## config.mk

```make
export PLATFORM = sky130hd
export DESIGN_NAME = apb4_req_master
export DESIGN_NICKNAME = d
export VERILOG_FILES = /design/src/rtl/apb4_req_master.sv
export SDC_FILE = /design/constraint.sdc
export NUM_CORES = 1
export LEC_CHECK = 0
export ABC_AREA = 1
export BUFFER_PORTS_ARGS = -buffer_cell sky130_fd_sc_hd__buf_2
export CORE_AREA = 10 10 109 111
export CTS_CLUSTER_SIZE = 20
export DETAILED_ROUTE_END_ITERATION = 16
export DIE_AREA = 0 0 119 121
export HOLD_SLACK_MARGIN = 0.15
export PLACE_DENSITY = 0.79
export SLEW_MARGIN = 10
export SYNTH_ARGS = -nofsm -noshare
export SYNTH_HDL_FRONTEND = slang
export SYNTH_SLANG_ARGS = --single-unit
export TNS_END_PERCENT = 10
```

## constraint.sdc

```tcl
create_clock -name pclk -period 1.6 [get_ports pclk]
set_input_delay 0.24 -clock pclk [delete_from_list [all_inputs] [get_ports pclk]]
set_output_delay 0.24 -clock pclk [all_outputs]
set_load 0.03 [all_outputs]
```

## src/rtl/apb4_req_master.sv

```systemverilog
// rtl/apb4_req_master.sv - single-outstanding APB4 master with valid/ready request and response channels
module apb4_req_master #(
    parameter int ADDR_WIDTH = 32,
    parameter int DATA_WIDTH = 32,
    parameter int TIMEOUT    = 16
) (
    input  logic                    pclk,
    input  logic                    presetn,
    input  logic                    req_valid_i,
    output logic                    req_ready_o,
    input  logic [ADDR_WIDTH-1:0]   req_addr_i,
    input  logic                    req_write_i,
    input  logic [DATA_WIDTH-1:0]   req_wdata_i,
    input  logic [DATA_WIDTH/8-1:0] req_strb_i,
    output logic                    rsp_valid_o,
    input  logic                    rsp_ready_i,
    output logic [DATA_WIDTH-1:0]   rsp_rdata_o,
    output logic                    rsp_err_o,
    output logic                    rsp_timeout_o,
    output logic [ADDR_WIDTH-1:0]   paddr,
    output logic [2:0]              pprot,
    output logic                    psel,
    output logic                    penable,
    output logic                    pwrite,
    output logic [DATA_WIDTH-1:0]   pwdata,
    output logic [DATA_WIDTH/8-1:0] pstrb,
    input  logic [DATA_WIDTH-1:0]   prdata,
    input  logic                    pready,
    input  logic                    pslverr
);

    localparam logic [1:0] ST_IDLE   = 2'd0;
    localparam logic [1:0] ST_SETUP  = 2'd1;
    localparam logic [1:0] ST_ACCESS = 2'd2;
    localparam logic [1:0] ST_RESP   = 2'd3;

    localparam int              CNT_W    = (TIMEOUT > 1) ? $clog2(TIMEOUT) : 1;
    localparam logic [CNT_W-1:0] CNT_LAST = (TIMEOUT > 0) ? CNT_W'(TIMEOUT - 1) : '0;
    localparam bit              TO_EN    = (TIMEOUT != 0);

    logic [1:0]       state;
    logic [CNT_W-1:0] wait_cnt;
    logic             timeout_hit;

    // Bus control decodes straight from state so an async reset drops psel/penable at once.
    assign req_ready_o = (state == ST_IDLE);
    assign psel        = (state == ST_SETUP) || (state == ST_ACCESS);
    assign penable     = (state == ST_ACCESS);
    assign rsp_valid_o = (state == ST_RESP);
    assign pprot       = 3'b000;
    assign timeout_hit = TO_EN && (wait_cnt == CNT_LAST);

    always_ff @(posedge pclk or negedge presetn) begin
        if (!presetn) begin
            state         <= ST_IDLE;
            wait_cnt      <= '0;
            paddr         <= '0;
            pwrite        <= 1'b0;
            pwdata        <= '0;
            pstrb         <= '0;
            rsp_rdata_o   <= '0;
            rsp_err_o     <= 1'b0;
            rsp_timeout_o <= 1'b0;
        end else begin
            case (state)
                ST_IDLE: begin
                    if (req_valid_i) begin
                        paddr    <= req_addr_i & ~ADDR_WIDTH'(3);
                        pwrite   <= req_write_i;
                        pwdata   <= req_wdata_i;
                        pstrb    <= req_write_i ? req_strb_i : '0;
                        wait_cnt <= '0;
                        state    <= ST_SETUP;
                    end
                end
                ST_SETUP: begin
                    state <= ST_ACCESS;
                end
                ST_ACCESS: begin
                    // pready wins over a timeout landing in the same cycle.
                    if (pready) begin
                        rsp_rdata_o   <= pwrite ? '0 : prdata;
                        rsp_err_o     <= pslverr;
                        rsp_timeout_o <= 1'b0;
                        state         <= ST_RESP;
                    end else if (timeout_hit) begin
                        rsp_rdata_o   <= '0;
                        rsp_err_o     <= 1'b1;
                        rsp_timeout_o <= 1'b1;
                        state         <= ST_RESP;
                    end else begin
                        wait_cnt <= wait_cnt + 1'b1;
                    end
                end
                ST_RESP: begin
                    if (rsp_ready_i) begin
                        state <= ST_IDLE;
                    end
                end
                default: state <= ST_IDLE;
            endcase
        end
    end

endmodule

```

==> results.cfg <==
[cells_and_area]
synthToLayoutAreaGrowth_pct = 56.3
nNetsFinal = 917
final.fill_count = 663
drive_gt1_share_pct = 30.9

[sta]
min_period_ns = 1.54
setup-tns-final_ns = 0
whs_ns = 0.180
maxSlewViolCount = 0
fin_skew_ns = 0.00793
rsz0062_at_grt = no
fmax_mhz = 649
setup_viol = 0
hold_viol = 0
post-route-period-util_pct = 96.3

[status]
status = finished, final reports clean

[floorplan]
die_h_um = 121
core_area_um2 = 9640
die_w_um = 119
boundaryPins = 217
start_util_pct = 45.2
dieArea_um2 = 14400
rows = 36

[worst_setup_path]
crit_path_end_kind = output pin
slowest_delay_ns = 0.41
crit_required_ns = 1.36
worstSetupStartpoint = state[0]
crit_type = register to output pin
arrival_ns = 1.30
cp_slowest_cell = dfrtp_1
critPathLaunchType = register
path_cells = buf_4 > ha_1 > buf_2
worst-path-max-fanout = 2
crit-reg2reg-launch = wait_cnt[0]

[logic_synthesis]
ys_types = 21
synth-seq-cells = 107
syn_avg_cell_area_um2 = 8.79
ys_seq_area_share_pct = 61.4
synth_area_um2 = 4360
syn_inst = 496
yosys_warnings = 0

[cts]
cts.sinks = 107
insertion_delay_ns = 0.35
cts.htree.levels = 3
cts_tree = built
clockBufferDepth = 2
clk_pin_slew_ns = 0.09
cts-root-buf = clkbuf_8
cts_buffers = 9

[global_routing]
grt.overflow.total = 0
grt_max_degree = 56
grt_pass1_vias = 4721
grt_pass1_wl_um = 24700
antenna_found_initial = 1
grt_usage_pct = 21.0

[routing]
drcViolationCount = 0
postRouteAntennaNets = 0
vias_per_cell = 4.77
num_vias = 4505
wl_per_cell_um = 16.3
drt-initial-drc-count = 300
firstDrtPassIters = 4
drt_wl_total_um = 15400

[worst_hold_path]
hold_class = input pin to register
worstHoldStart = req_write_i

[power_and_ir_drop]
ir_drop_uv = 1150
cellPowerDensity_nw_per_um2 = 1920
p_leak_nw = 3.92

[place]
dp_hpwl_um = 10100
routabilityCongestion = 0.778
numPortBuffers = 209

[run]
drv_cap = 0
## layout make-up
type | instances | area [um^2] | area share [%]
flip-flops and latches | 107 | 2680 | 39.3
repair buffers | 321 | 2210 | 32.4
multi-input cells | 354 | 1510 | 22.1
well taps | 133 | 166 | 2.44
clock buffers | 12 | 155 | 2.28
clock inverters | 4 | 48.8 | 0.716
inverters | 12 | 47.5 | 0.698
diodes | 1 | 2.50 | 0.0367
## through the flow
stage | util, % | area, um^2 | instances | total power (W) | setup WS (ns)
finish | 70.7 | 6810 | 944 | 0.0131 | 0.0588
global placement | 57.6 | 5550 | 825 | 0.0108 | 0.0786
floorplan | - | 4380 | 500 | 0.00888 | 0.0171
global route | 70.7 | 6810 | 944 | 0.0140 | 0.00858
CTS | 70.3 | 6780 | 942 | 0.0130 | -0.0153
detailed placement | 57.6 | 5550 | 825 | 0.0110 | -0.0273
## registers in the layout (all words and copies together) (netlist names)
register	count
pwdata	32
state	2
rsp_err_o	1
pstrb	4
wait_cnt	4
rsp_rdata_o	32
paddr	30
rsp_timeout_o	1
pwrite	1
## cell usage after synthesis, drive strengths merged
cell type	n	area, um^2
o21ai	7	35.0
o21a	1	7.51
nand2	289	1100
buf	20	146
conb	1	3.75
ha	5	62.6
nand3	38	190
inv	12	47.6
dfrtp	107	2680
nor2	5	18.8
xnor2	1	8.76
clkbuf	7	26.3
or2	1	6.26
nand4	2	27.5
## cells by family after synthesis
family | share of synthesized area (%)
buf+inv | 5.05
other cells | 0.0860
flops | 61.4
simple gates | 30.8
compound gates | 0.976
fa+ha+maj | 1.43
xor+xnor | 0.201
## path summary, 6_finish.rpt
path                                   end  slack [ns]  cells past startpoint
min                                 pwrite        0.18                      3
min in group asynchronous  rsp_rdata_o[25]        0.23                      2
min reg2reg                       paddr[8]        0.48                      2
max in group asynchronous         paddr[7]        0.89                      3
max                            rsp_valid_o        0.06                      3
max reg2reg                 rsp_rdata_o[3]        0.13                      6
## layout by cell type (no fill, tap or decap), drive strengths merged
master       synthesis  layout
buf                 20     220
bufinv               0       1
clkbuf               7      12
clkinv               0       3
conb                 1       5
dfrtp              107     107
diode                0       1
dlygate4sd3          0     101
ha                   5       5
inv                 12      12
nand2              289     289
nand3               38      38
nand4                2       2
nor2                 5       5
o21a                 1       1
o21ai                7       7
or2                  1       1
xnor2                1       1
## per-layer routing
layer | track usage [%] | wire (um) | share of wire [%] | vias up
met5 | 0 | 0 | 0 | -
met4 | 7.71 | 329 | 2.1 | 0
met3 | 8.56 | 1640 | 11 | 26
met2 | 35.0 | 7490 | 49 | 226
met1 | 23.9 | 5940 | 39 | 2121
li1 | - | - | - | 2132
## worst max-delay path, delay by kind of cell (launching register included)
family,cells,cell delay (ns)
DFF,1,0.41
buffers and inverters,2,0.33
adders and majority gates,1,0.21
## report_power, final
| part | total, W | internal, W | switching (W) | leakage [nW] |
|---|---|---|---|---|
| clock | 0.00167 | 0.000809 | 0.000861 | 0.106 |
| combinational | 0.00683 | 0.00204 | 0.00479 | 2.45 |
| sequential | 0.00461 | 0.00389 | 0.000723 | 1.37 |
## repair_timing
action | CTS | global route
gates resized for setup | 4 | 6
hold buffers | 101 | 0
buffers inserted | 0 | 1
setup endpoints to repair | 7 | 56
endpoints found under the hold margin | 206 | 0
(Power assumes the default switching activity.)
